==> src/rtl/vending_pkg.sv <==
// Shared types and coin codes for the parametrised vending controller.
// Pure declarations; no timing or flow-control behaviour of its own.
package vending_pkg;

    typedef enum logic [1:0] {
        IDLE     = 2'd0,
        DISPENSE = 2'd1,
        CHANGE   = 2'd2
    } state_e;

    localparam logic [1:0] COIN_NONE = 2'b00;
    localparam logic [1:0] COIN_1    = 2'b01;
    localparam logic [1:0] COIN_2    = 2'b10;
    localparam logic [1:0] COIN_3    = 2'b11;

    function automatic bit is_mult(input int val, input int unit);
        return (unit > 0) && ((val % unit) == 0);
    endfunction

endpackage

==> src/rtl/vending_machine_param_if.sv <==
// Front-end (coin/keypad) to controller to dispenser/hopper signal bundle.
// No flow control: inputs are sampled every edge, outputs are single-cycle pulses.
interface vending_machine_param_if #(
    parameter int SEL_W    = 2,
    parameter int CREDIT_W = 8
);
    logic [1:0]          coin;
    logic [SEL_W-1:0]    sel;
    logic                vend_req;
    logic                cancel;
    logic                dispense;
    logic [SEL_W-1:0]    prod_id;
    logic                chg_pulse;
    logic                coin_rej;
    logic                busy;
    logic [CREDIT_W-1:0] credit;

    modport master (
        output coin, sel, vend_req, cancel,
        input  dispense, prod_id, chg_pulse, coin_rej, busy, credit
    );

    modport slave (
        input  coin, sel, vend_req, cancel,
        output dispense, prod_id, chg_pulse, coin_rej, busy, credit
    );
endinterface

==> src/rtl/vend_coin_decode.sv <==
// Maps a 2-bit coin code to its credit value plus a valid flag.
// Purely combinational, zero latency; no backpressure.
module vend_coin_decode
    import vending_pkg::*;
#(
    parameter int CREDIT_W  = 8,
    parameter int COIN1_VAL = 5,
    parameter int COIN2_VAL = 10,
    parameter int COIN3_VAL = 25
) (
    input  logic [1:0]          coin_i,
    output logic [CREDIT_W-1:0] val_o,
    output logic                vld_o
);

    always_comb begin
        val_o = '0;
        vld_o = 1'b0;
        case (coin_i)
            COIN_1: begin val_o = CREDIT_W'(COIN1_VAL); vld_o = 1'b1; end
            COIN_2: begin val_o = CREDIT_W'(COIN2_VAL); vld_o = 1'b1; end
            COIN_3: begin val_o = CREDIT_W'(COIN3_VAL); vld_o = 1'b1; end
            default: begin val_o = '0; vld_o = 1'b0; end
        endcase
    end

endmodule

==> src/rtl/vending_machine_param.sv <==
// Multi-product vending FSM: credit accumulation, priced vend, serial change, refund.
// Accept edge k -> dispense in cycle k+1 -> change pulses from k+2; coins rejected while busy.
module vending_machine_param
    import vending_pkg::*;
#(
    parameter int                             CREDIT_W    = 8,
    parameter int                             NUM_PROD    = 4,
    parameter logic [NUM_PROD*CREDIT_W-1:0]   PRICES      = {8'd50, 8'd25, 8'd20, 8'd15},
    parameter int                             COIN1_VAL   = 5,
    parameter int                             COIN2_VAL   = 10,
    parameter int                             COIN3_VAL   = 25,
    parameter int                             CHANGE_UNIT = 5,
    parameter int                             MAX_CREDIT  = 100,
    localparam int                            SEL_W       = $clog2(NUM_PROD)
) (
    input  logic                   clk,
    input  logic                   rst_n,
    vending_machine_param_if.slave bus
);

    localparam logic [CREDIT_W:0]   MAX_C = (CREDIT_W+1)'(MAX_CREDIT);
    localparam logic [CREDIT_W-1:0] CU    = CREDIT_W'(CHANGE_UNIT);

    generate
        if (MAX_CREDIT >= (1 << CREDIT_W)) begin : g_bad_max
            $error("MAX_CREDIT does not fit in CREDIT_W bits");
        end
        if (!is_mult(MAX_CREDIT, CHANGE_UNIT) || !is_mult(COIN1_VAL, CHANGE_UNIT) ||
            !is_mult(COIN2_VAL, CHANGE_UNIT) || !is_mult(COIN3_VAL, CHANGE_UNIT)) begin : g_bad_coin
            $error("coin values and MAX_CREDIT must be multiples of CHANGE_UNIT");
        end
        for (genvar gi = 0; gi < NUM_PROD; gi++) begin : g_price_chk
            if (!is_mult(int'(PRICES[gi*CREDIT_W +: CREDIT_W]), CHANGE_UNIT)) begin : g_bad_price
                $error("product price must be a multiple of CHANGE_UNIT");
            end
        end
    endgenerate

    state_e              state_q, state_d;
    logic [CREDIT_W-1:0] credit_q, credit_d;
    logic [SEL_W-1:0]    prod_id_q, prod_id_d;
    logic                dispense_q, dispense_d;
    logic                chg_pulse_q, chg_pulse_d;
    logic                coin_rej_q, coin_rej_d;
    logic                busy_q, busy_d;

    logic [CREDIT_W-1:0] coin_val;
    logic                coin_vld;
    logic [CREDIT_W-1:0] price_sel;
    logic                sel_ok;
    logic [CREDIT_W:0]   sum;

    vend_coin_decode #(
        .CREDIT_W  (CREDIT_W),
        .COIN1_VAL (COIN1_VAL),
        .COIN2_VAL (COIN2_VAL),
        .COIN3_VAL (COIN3_VAL)
    ) u_coin_decode (
        .coin_i (bus.coin),
        .val_o  (coin_val),
        .vld_o  (coin_vld)
    );

    // Equality match rather than a range test so out-of-range selects fall through cleanly.
    always_comb begin
        price_sel = '0;
        sel_ok    = 1'b0;
        for (int i = 0; i < NUM_PROD; i++) begin
            if (bus.sel == SEL_W'(i)) begin
                price_sel = PRICES[i*CREDIT_W +: CREDIT_W];
                sel_ok    = 1'b1;
            end
        end
    end

    assign sum = {1'b0, credit_q} + {1'b0, coin_val};

    always_comb begin
        state_d    = state_q;
        credit_d   = credit_q;
        prod_id_d  = '0;
        coin_rej_d = 1'b0;
        case (state_q)
            IDLE: begin
                if (bus.cancel) begin
                    coin_rej_d = coin_vld;
                    if (credit_q != '0) state_d = CHANGE;
                end else if (bus.vend_req) begin
                    coin_rej_d = coin_vld;
                    if (sel_ok && (credit_q >= price_sel)) begin
                        credit_d  = credit_q - price_sel;
                        prod_id_d = bus.sel;
                        state_d   = DISPENSE;
                    end
                end else if (coin_vld) begin
                    if (sum <= MAX_C) credit_d   = sum[CREDIT_W-1:0];
                    else              coin_rej_d = 1'b1;
                end
            end
            DISPENSE: begin
                coin_rej_d = coin_vld;
                state_d    = (credit_q != '0) ? CHANGE : IDLE;
            end
            CHANGE: begin
                // The pulse for this cycle pays out one unit; leave on the edge that empties credit.
                coin_rej_d = coin_vld;
                if (credit_q <= CU) begin
                    credit_d = '0;
                    state_d  = IDLE;
                end else begin
                    credit_d = credit_q - CU;
                end
            end
            default: state_d = IDLE;
        endcase
        dispense_d  = (state_d == DISPENSE);
        chg_pulse_d = (state_d == CHANGE);
        busy_d      = (state_d != IDLE);
    end

    always_ff @(posedge clk or negedge rst_n) begin
        if (!rst_n) begin
            state_q     <= IDLE;
            credit_q    <= '0;
            prod_id_q   <= '0;
            dispense_q  <= 1'b0;
            chg_pulse_q <= 1'b0;
            coin_rej_q  <= 1'b0;
            busy_q      <= 1'b0;
        end else begin
            state_q     <= state_d;
            credit_q    <= credit_d;
            prod_id_q   <= prod_id_d;
            dispense_q  <= dispense_d;
            chg_pulse_q <= chg_pulse_d;
            coin_rej_q  <= coin_rej_d;
            busy_q      <= busy_d;
        end
    end

    assign bus.dispense  = dispense_q;
    assign bus.prod_id   = prod_id_q;
    assign bus.chg_pulse = chg_pulse_q;
    assign bus.coin_rej  = coin_rej_q;
    assign bus.busy      = busy_q;
    assign bus.credit    = credit_q;

endmodule

==> src/flat_wrapper.sv <==
// flat-port wrapper written by rule: the top's interface ports become plain ports
module vending_machine_param_flat import vending_pkg::*;
#(
    parameter int                             CREDIT_W    = 8,
    parameter int                             NUM_PROD    = 4,
    parameter logic [NUM_PROD*CREDIT_W-1:0]   PRICES      = {8'd50, 8'd25, 8'd20, 8'd15},
    parameter int                             COIN1_VAL   = 5,
    parameter int                             COIN2_VAL   = 10,
    parameter int                             COIN3_VAL   = 25,
    parameter int                             CHANGE_UNIT = 5,
    parameter int                             MAX_CREDIT  = 100,
    localparam int                            SEL_W       = $clog2(NUM_PROD)
)
  (clk, rst_n, bus_coin, bus_sel, bus_vend_req, bus_cancel, bus_dispense, bus_prod_id, bus_chg_pulse, bus_coin_rej, bus_busy, bus_credit);
  vending_machine_param_if #(.SEL_W(2), .CREDIT_W(CREDIT_W)) bus_i ();
  input  logic clk;
  input  logic rst_n;
  input wire logic [$bits(bus_i.coin)-1:0] bus_coin;
  input wire logic [$bits(bus_i.sel)-1:0] bus_sel;
  input wire logic [$bits(bus_i.vend_req)-1:0] bus_vend_req;
  input wire logic [$bits(bus_i.cancel)-1:0] bus_cancel;
  output wire logic [$bits(bus_i.dispense)-1:0] bus_dispense;
  output wire logic [$bits(bus_i.prod_id)-1:0] bus_prod_id;
  output wire logic [$bits(bus_i.chg_pulse)-1:0] bus_chg_pulse;
  output wire logic [$bits(bus_i.coin_rej)-1:0] bus_coin_rej;
  output wire logic [$bits(bus_i.busy)-1:0] bus_busy;
  output wire logic [$bits(bus_i.credit)-1:0] bus_credit;
  assign bus_i.coin = bus_coin;
  assign bus_i.sel = bus_sel;
  assign bus_i.vend_req = bus_vend_req;
  assign bus_i.cancel = bus_cancel;
  assign bus_dispense = bus_i.dispense;
  assign bus_prod_id = bus_i.prod_id;
  assign bus_chg_pulse = bus_i.chg_pulse;
  assign bus_coin_rej = bus_i.coin_rej;
  assign bus_busy = bus_i.busy;
  assign bus_credit = bus_i.credit;
  vending_machine_param #(.CREDIT_W(CREDIT_W), .NUM_PROD(NUM_PROD), .PRICES(PRICES), .COIN1_VAL(COIN1_VAL), .COIN2_VAL(COIN2_VAL), .COIN3_VAL(COIN3_VAL), .CHANGE_UNIT(CHANGE_UNIT), .MAX_CREDIT(MAX_CREDIT)) u_core (.clk(clk), .rst_n(rst_n), .bus(bus_i));
endmodule
==> config.mk <==
export PLATFORM = sky130hd
export DESIGN_NAME = vending_machine_param_flat
export DESIGN_NICKNAME = d
export VERILOG_FILES = /design/src/rtl/vending_pkg.sv /design/src/rtl/vending_machine_param_if.sv /design/src/rtl/vend_coin_decode.sv /design/src/rtl/vending_machine_param.sv /design/src/flat_wrapper.sv
export SDC_FILE = /design/constraint.sdc
export NUM_CORES = 1
export LEC_CHECK = 0
export CAP_MARGIN = 20
export CORE_MARGIN = 2
export CORE_UTILIZATION = 50
export DETAILED_ROUTE_END_ITERATION = 12
export PLACE_DENSITY = 0.73
export REMOVE_ABC_BUFFERS = 1
export SLEW_MARGIN = 20
export SYNTH_ARGS = -nofsm -noshare
export SYNTH_HDL_FRONTEND = slang
export SYNTH_HIERARCHICAL = 1
export SYNTH_SLANG_ARGS = --single-unit
==> constraint.sdc <==
create_clock -name clk -period 8.18 [get_ports clk]
set_clock_uncertainty 0.1 [all_clocks]
set_input_delay 0.818 -clock clk [delete_from_list [all_inputs] [get_ports clk]]
set_output_delay 0.818 -clock clk [all_outputs]
set_load 0.03 [all_outputs]
**Word level (Yosys, flattened, before mapping)**

Cells that the tools add are included.

- Add/sub/neg operators: 3
- Multipliers: 0
- Div/mod/pow operators: 0
- Magnitude comparators: 3
- Equality and inequality tests: 14
- Shifts and indexed selects: 0
- Mux-type cells: 33
- Bitwise operators: 0
- Reduce and logical (&&, ||, !) cells: 9

Operators by type and width:

| operator | number |
|---|---|
| 8-bit two-way mux | 9 |
| 2-bit two-way mux | 10 |
| 8-bit one-hot mux with 2 select lines | 1 |
| 5-bit one-hot mux with 3 select lines | 1 |
| 2-bit equality test, second input constant | 6 |
| 8-bit by 5-bit adder with 9-bit output | 1 |
| 9-bit by 7-bit less-or-equal comparator with 1-bit output, second input constant | 1 |
| 1-bit two-way mux | 9 |
| 3-bit by 2-bit inequality test with 1-bit output, second input constant | 3 |
| 2-bit by 1-bit equality test with 1-bit output, second input constant | 4 |
| 8-bit >= comparator | 1 |
| 8-bit by 3-bit less-or-equal comparator with 1-bit output, second input constant | 1 |
| 8-bit nonzero test | 1 |
| 8-bit by 3-bit subtractor with 8-bit output, second input constant | 1 |
| 8-bit subtractor | 1 |
| 2-bit one-hot mux with 3 select lines | 1 |
| 5-bit AND reduction | 1 |
| 2-bit zero test | 2 |
| 4-bit two-way mux | 1 |
| 2-bit nonzero test | 2 |
| 3-bit OR reduction | 1 |
| 2-bit inequality test, second input constant | 1 |
| 1-bit one-hot mux with 2 select lines | 1 |
| 2-bit OR reduction | 1 |
| 1-bit logical AND | 1 |

- Flip-flop bits (word level): 16
- Bits in latches: 0
- RAM bits: 0
- ROM bits: 0
- Input port bits: 8
- Output and inout bits: 14
- Logic and storage cells: 69
- Memories kept: 0

**Longest topological paths before layout**

Gate-level depths: netlist of the first run.

- Depth in word-level cells: 12
- Mapped depth: 13
- Depth with buffers taken out: 12

**Cells and area by module**

Netlist of the first run, hierarchy kept.

Modules (own cells, without submodules):

| module | instances | cells each | area an instance (µm²) | seq. area each (µm²) |
|---|---|---|---|---|
| vending_machine_param | 1 | 215 | 1784.2 | 400.4 |
| vend_coin_decode | 1 | 10 | 62.6 | 0.0 |

**Worst setup path before layout of the first run**

OpenSTA, ideal clock, no wires.

- Path kind: input-to-reg
- Start: in bus_sel[0]
- End: reg u_core.credit_q[6], in the netlist u_core/bus.credit[6]
- Setup time: 0.092 ns
- Arrival: 3.005 ns
- Required time: 7.988 ns
- Path slack: 4.983 ns
- Stages: 11
- Path buffers: 1
- Cell sequence: inv_1 > ha_1 > fa_1 > a211oi_1 > o21ai_1 > a21oi_1 > o22ai_1 > a31oi_4 > buf_6 > o21ai_1 > o31ai_2

- Cells in the longest elaborated chain, start to end: 10
- Elaborated cells on any way between the ends: 21
- Those cells by class: add/sub: 1; order compare: 1; eq/ne: 4; mux: 12; reduce/logical: 3

Ends and longest elaborated chain:

| what | RTL line | source |
|---|---|---|
| from (decl) | flat_wrapper.sv:19 | `input wire logic [$bits(bus_i.sel)-1:0] bus_sel;` |
| 2-bit zero test | vending_machine_param.sv:69 | `if (bus.sel == SEL_W'(i)) begin` |
| 4-bit two-way mux | vending_machine_param.sv:69 |  |
| 8-bit two-way mux (3 in series) | vending_machine_param.sv:69 |  |
| 8-bit subtractor | vending_machine_param.sv:91 | `credit_d = credit_q - price_sel;` |
| 8-bit two-way mux | vending_machine_param.sv:90 | `if (sel_ok && (credit_q >= price_sel)) begin` |
| 8-bit two-way mux | vending_machine_param.sv:88 | `end else if (bus.vend_req) begin` |
| 8-bit two-way mux | vending_machine_param.sv:85 | `if (bus.cancel) begin` |
| 8-bit one-hot mux with 2 select lines | vending_machine_param.sv:83 | `case (state_q)` |
| to (signal assigned) | vending_machine_param.sv:132 | `credit_q <= credit_d;` |
| to (decl) | vending_machine_param.sv:40 | `logic [CREDIT_W-1:0] credit_q, credit_d;` |

Parallel ways exist; a longest one is shown, timed or not. The select of a mux whose other input is x is not followed.
A chain may end at the register's enable or synchronous reset.

**Worst setup path after layout of the first run**

- Start: in bus_sel[0]
- End: reg u_core.credit_q[5], in the netlist u_core/bus.credit[5]

The elaborated chain is that of the path after synthesis.

==> results.cfg, run 1 <==
[logic_synthesis]
synth_enable_flop_cells = 0
ys.flop_type = dfrtp_1
synth_seq_area_share_pct = 21.7
synth_area_per_cell_um2 = 8.21
ys_types = 50
synth-seq-cells = 16
yosys_warnings = 6
synthAdderAreaFrac_pct = 19.8
synthCells = 225
synth_area_um2 = 1850
synth-compound-area-share_pct = 31.8
synth_top_family_by_area = compound AO/OA/AOI/OAI gates
postSynth.asyncResetShare_pct = 100
yosys.area_share.simple_pct = 17.1
synthXorXnorAreaFrac_pct = 3.25
muxShareOfSynthArea_pct = 0.542

[global_routing]
antenna_found_initial = 0
grt_pass1_vias = 1593
grt_pass1_wl_um = 7760
grt_remaining_overflow = 0
grt_max_degree = 17
gr-usage-all-layers_pct = 23.4

[place]
finalWeightedCongestion = 0.925
dp_hpwl_um = 3510
dp_slack_ns = 3.98
portBuffers = 21

[clocking]
clock_sinks = 16
cts-htree-levels = 1
clk_pin_slew_worst_paths_ns = 0.07
cts_buffers = 3
cts_tree = done
clockBufferDepth = 2
cts_root_buffer = clkbuf_8
clk_latency_ns = 0.26
hold_buffers = 0
cts_resized = 0
cts_setup_buffers = 0

[hold_path]
min_path_type = reg2reg
holdPathStages = 2

[floorplanning]
num_rows = 22
die_w_um = 64.8
fp.dieH_um = 64.8
die-area_um2 = 4200
start_util_pct = 51.2
ioPinCount = 22
core_area_um2 = 3610

[critical_path]
r2r_slack_ns = 5.02
cpPeakStageDelay_ns = 0.57
cp.depth = 13
worst_setup_path_end_kind = register
cp-start-kind = primary input
r2r_cells = 11
slowest_stage = clkdlybuf4s50_1
critPathArrivalTime_ns = 4.04
crit_fanout = 15
cp_num_buf_inv = 2
cp_cell_sequence = clkdlybuf4s50_1 -> inv_1 -> ha_1 -> nor2_1 -> o21ai_0 -> ha_1 -> a211oi_1 -> o21ai_1 -> a21oi_1 -> o22ai_1 -> a31oi_4 -> o21ai_0 -> o21ai_1
worstSetupPathType = in2reg
crit_required_ns = 8.26
path_delay_family = compound AO/OA/AOI/OAI gates

[pwr]
power.leakage_nw = 0.918
power_density_nw_per_um2 = 443
ir_worst_vdd_v = 0.000201
p_total_mw = 0.943

[route]
ant_nets = 0
vias_per_cell = 5.88
firstDrtPassIters = 4
drc_errors = 0
drtIter0Drc = 113
via_count = 1716
wl_um = 4510
post_drt_wl_per_cell_um = 15.4

[layout]
fin_nets = 281
register_area_um2 = 400
antenna_cells = 0
drive_gt1_share_pct = 6.56
final_common_cell = ha_1
n_fill_cell = 330
multiInputGateArea_um2 = 1350
final_cell_mix = ha_1, clkdlybuf4s50_1, nor2_1, o21ai_0, a21oi_1
syn2layout_area_growth_pct = 15.4

[timing]
setup_tns_ns = 0
slew_headroom_pct = 54.9
worst_pin_slew_ns = 0.675
timing.fmax_mhz = 252
finalCriticalPeriod_ns = 3.96
setup_viol = 0
finalCritPeriodShare_pct = 48.5
slew_viol_final = 0
rsz0062_at_grt = no
layout_setup_ws_ns = 4.22
hold_violations = 0

[status]
status = completed

[job]
drv_cap = 0
==> worst register-to-register path: cells and delay by family (launching register included) <==
family,cells,cell delay [ns]
buffers and inverters,2,0.24
AO/OA/AOI/OAI,7,1.68
flip-flops,1,0.43
adder cells (fa/ha/maj),2,0.62
==> registers in the layout (all words and copies together) (netlist names) <==
signal and count:
u_core/bus.credit 8, u_core/bus.prod_id 2, u_core/state_q 2, u_core/bus.busy 1, u_core/bus.chg_pulse 1, u_core/bus.coin_rej 1, u_core/bus.dispense 1
==> metrics by stage <==
step | cells | hold slack [ns] | util (%) | instance area [um^2]
2_1_floorplan | 219 | 0.422 | - | 1810
3_3_place_gp | 288 | 0.544 | 57.6 | 2080
3_5_place_dp | 288 | 0.553 | 57.6 | 2080
4_1_cts | 292 | 0.569 | 59.1 | 2130
5_1_grt | 292 | 0.604 | 59.1 | 2130
6_report | 292 | 0.556 | 59.1 | 2130
==> layer usage <==
metal	share of wire [%]	wire length (um)	track usage [%]	up-vias
met1	46	2080	33.5	782
met2	46	2050	36.5	67
li1	-	-	-	863
met3	7.2	324	3.82	4
met4	0.98	44	6.12	0
met5	0	0	0	-
==> power breakdown <==
part           switching (mW)  internal (mW)
clock                  0.0297         0.0428
combinational           0.414          0.284
sequential             0.0574          0.115
total                   0.501          0.442
==> path summary, 6_finish.rpt <==
check	from	to
worst max-delay path	bus_sel[0]	u_core/bus.credit[5]
worst min-delay path	u_core/state_q[1]	u_core/state_q[1]
worst max register to register	u_core/bus.credit[0]	u_core/bus.credit[5]
worst min register to register	u_core/state_q[1]	u_core/state_q[1]
max in group asynchronous	rst_n	u_core/state_q[1]
min in group asynchronous	rst_n	u_core/bus.credit[6]
==> cells by family (layout without fill, tap and decap cells) <==
kind of cell | count (synthesis) | after routing
XOR/XNOR | 6 | 6
AO/OA/AOI/OAI | 88 | 88
AND/OR/NAND/NOR | 62 | 62
flip-flops | 16 | 16
multiplexers | 1 | 1
other | 1 | 3
adder cells (fa/ha/maj) | 28 | 28
buffers and inverters | 23 | 40
==> cell type report <==
type	count	share of cell area, %
multi-input combinational	188	63.3
sequential	16	18.8
timing repair buffer	21	9.86
tap	48	2.82
inverter	15	2.64
clock buffer	4	2.58
==> cell usage after synthesis (2+ instances only) <==
cell / instances / area, um^2
clkbuf_1: 4 / 15.0
a221oi_1: 2 / 17.5
a211oi_1: 7 / 52.6
nand3_1: 3 / 15.0
dfrtp_1: 16 / 400
nor2b_1: 4 / 25.0
o21a_1: 7 / 52.6
and2_1: 2 / 12.5
o31ai_2: 2 / 25.0
nand2b_1: 2 / 12.5
xnor2_1: 3 / 26.3
or2_2: 2 / 12.5
nand2_1: 9 / 33.8
a32oi_1: 2 / 17.5
nor3b_1: 2 / 15.0
a21o_1: 3 / 22.5
inv_1: 15 / 56.3
o21ai_0: 21 / 105
fa_1: 2 / 40.0
a211o_1: 2 / 17.5
nor3_1: 7 / 35.0
ha_1: 26 / 325
o21ba_2: 2 / 20.0
a22oi_1: 2 / 15.0
a221o_1: 2 / 20.0
xor2_1: 2 / 17.5
o21ai_1: 8 / 40.0
nand4_1: 3 / 18.8
nor2_1: 21 / 78.8
a21oi_1: 18 / 90.1
o22ai_1: 3 / 18.8
buf_4: 3 / 22.5
Note: power is estimated with default switching activity, not from simulation.
==> run 2, diff against run 1 <==
PLACE_DENSITY = 0.76   (was 0.73)
clock period = 3.4 ns   (was 8.18 ns; I/O delays follow)
==> run 2 against run 1 <==
Count of clock-buffer cells in the layout is the same. Combinational power grew to 2.5 times the previous value. Global-route usage shrank 0.62 points. Die area is the same. Critical path type unchanged. Largest power group unchanged.
==> results.cfg, run 2 (synthesis results as in run 1) <==
[job]
drv_cap = 0

[clocking]
clk_pin_slew_worst_paths_ns = 0.06
clockBufferDepth = 2
hold_buffers = 0
cts_root_buffer = clkbuf_8
cts_buffers = 3
cts_tree = done
clk_latency_ns = 0.25
cts-htree-levels = 1
clock_sinks = 16
cts_resized = 0
cts_setup_buffers = 0

[global_routing]
gr-usage-all-layers_pct = 22.8
antenna_found_initial = 0
grt_remaining_overflow = 0
grt_max_degree = 17
grt_pass1_wl_um = 7370
grt_pass1_vias = 1526

[timing]
rsz0062_at_grt = no
slew_viol_final = 0
worst_pin_slew_ns = 0.665
layout_setup_ws_ns = 0.356
hold_violations = 0
setup_viol = 0
finalCritPeriodShare_pct = 89.5
setup_tns_ns = 0
slew_headroom_pct = 55.5
timing.fmax_mhz = 329
finalCriticalPeriod_ns = 3.04

[layout]
largest_reg_flops = 8
syn2layout_area_growth_pct = 18.2
drive_gt1_share_pct = 9.16
antenna_cells = 0
final_common_cell = ha_1
fin_nets = 288
final_cell_mix = ha_1, clkdlybuf4s50_1, nor2_1, o21ai_0, a21oi_1

[route]
post_drt_wl_per_cell_um = 15.0
wl_um = 4480
drtIter0Drc = 160
ant_nets = 0
via_count = 1731
firstDrtPassIters = 4
vias_per_cell = 5.79
drc_errors = 0

[critical_path]
r2r_slack_ns = 0.50
critPathArrivalTime_ns = 3.08
cp-start-kind = primary input
r2r_start = u_core/bus.credit[0]
r2r-end = u_core/bus.credit[2]
r2r_cells = 9
worst_setup_path_end_kind = register
crit_fanout = 5
worstSetupPathType = in2reg
crit_required_ns = 3.43

[pwr]
power_density_nw_per_um2 = 1060
ir_worst_vdd_v = 0.000401
power.leakage_nw = 0.952

[floorplanning]
num_rows = 22
die_w_um = 64.8
fp.dieH_um = 64.8
core_area_um2 = 3610
ioPinCount = 22
start_util_pct = 51.2
die-area_um2 = 4200

[place]
portBuffers = 21
dp_slack_ns = 0.114
dp_hpwl_um = 3560
finalWeightedCongestion = 0.916

[status]
status = completed

[hold_path]
min_path_type = in2async
run 2: changes by cell type in the layout (fill, tap and decap cells not counted):
cell	change
buf_4	+7
run 2: routing by layer:
layer | part of all wire [%] | track usage (%) | up-vias
met2 | 45 | 35.6 | 57
met1 | 49 | 33.2 | 791
met5 | 0 | 0 | -
li1 | - | - | 874
met3 | 4.9 | 3.13 | 9
met4 | 1.5 | 5.05 | 0
run 2: final cells by class:
type | instances | area [um^2]
Inverter | 15 | 56.3
Sequential cell | 16 | 400
Multi-Input combinational cell | 188 | 1350
Fill cell | 320 | 1420
Tap cell | 48 | 60.1
Clock buffer | 4 | 55.1
Timing Repair Buffer | 28 | 263
run 2: worst max-delay path by stage:
stage                         start                   end  cells after the start
4_1_cts                 bus_coin[1]  u_core/bus.credit[2]                     10
2_1_floorplan  u_core/bus.credit[0]  u_core/bus.credit[3]                     11
5_1_grt                 bus_coin[1]  u_core/bus.credit[0]                     11
6_report                bus_coin[1]  u_core/bus.credit[2]                     10
3_5_place_dp            bus_coin[1]  u_core/bus.credit[2]                     10
3_3_place_gp            bus_coin[1]  u_core/bus.credit[2]                     10
run 2: power breakdown:
part / internal, mW / total [mW] / switching [mW]
clock: 0.103 / 0.167 / 0.0643
sequential: 0.278 / 0.401 / 0.123
combinational: 0.731 / 1.75 / 1.02
run 2: stage by stage:
step	total power [mW]	utilization, %	instance area (um^2)	cells	hold WS [ns]
2_1_floorplan	1.61	-	1810	219	-0.0556
3_3_place_gp	2.11	59.0	2130	295	0.551
3_5_place_dp	2.11	59.0	2130	295	0.536
4_1_cts	2.30	60.5	2180	299	0.420
5_1_grt	2.52	60.5	2180	299	0.463
6_report	2.32	60.5	2180	299	0.395
run 2: critical path: stages:
cell             delay (ns)
clkdlybuf4s50_1        0.53
nor2b_1                0.25
ha_1                   0.28
a211oi_1               0.32
nor2_1                 0.15
o31ai_2                0.27
xor2_2                 0.31
a31oi_4                0.13
buf_4                  0.17
a221o_1                0.34
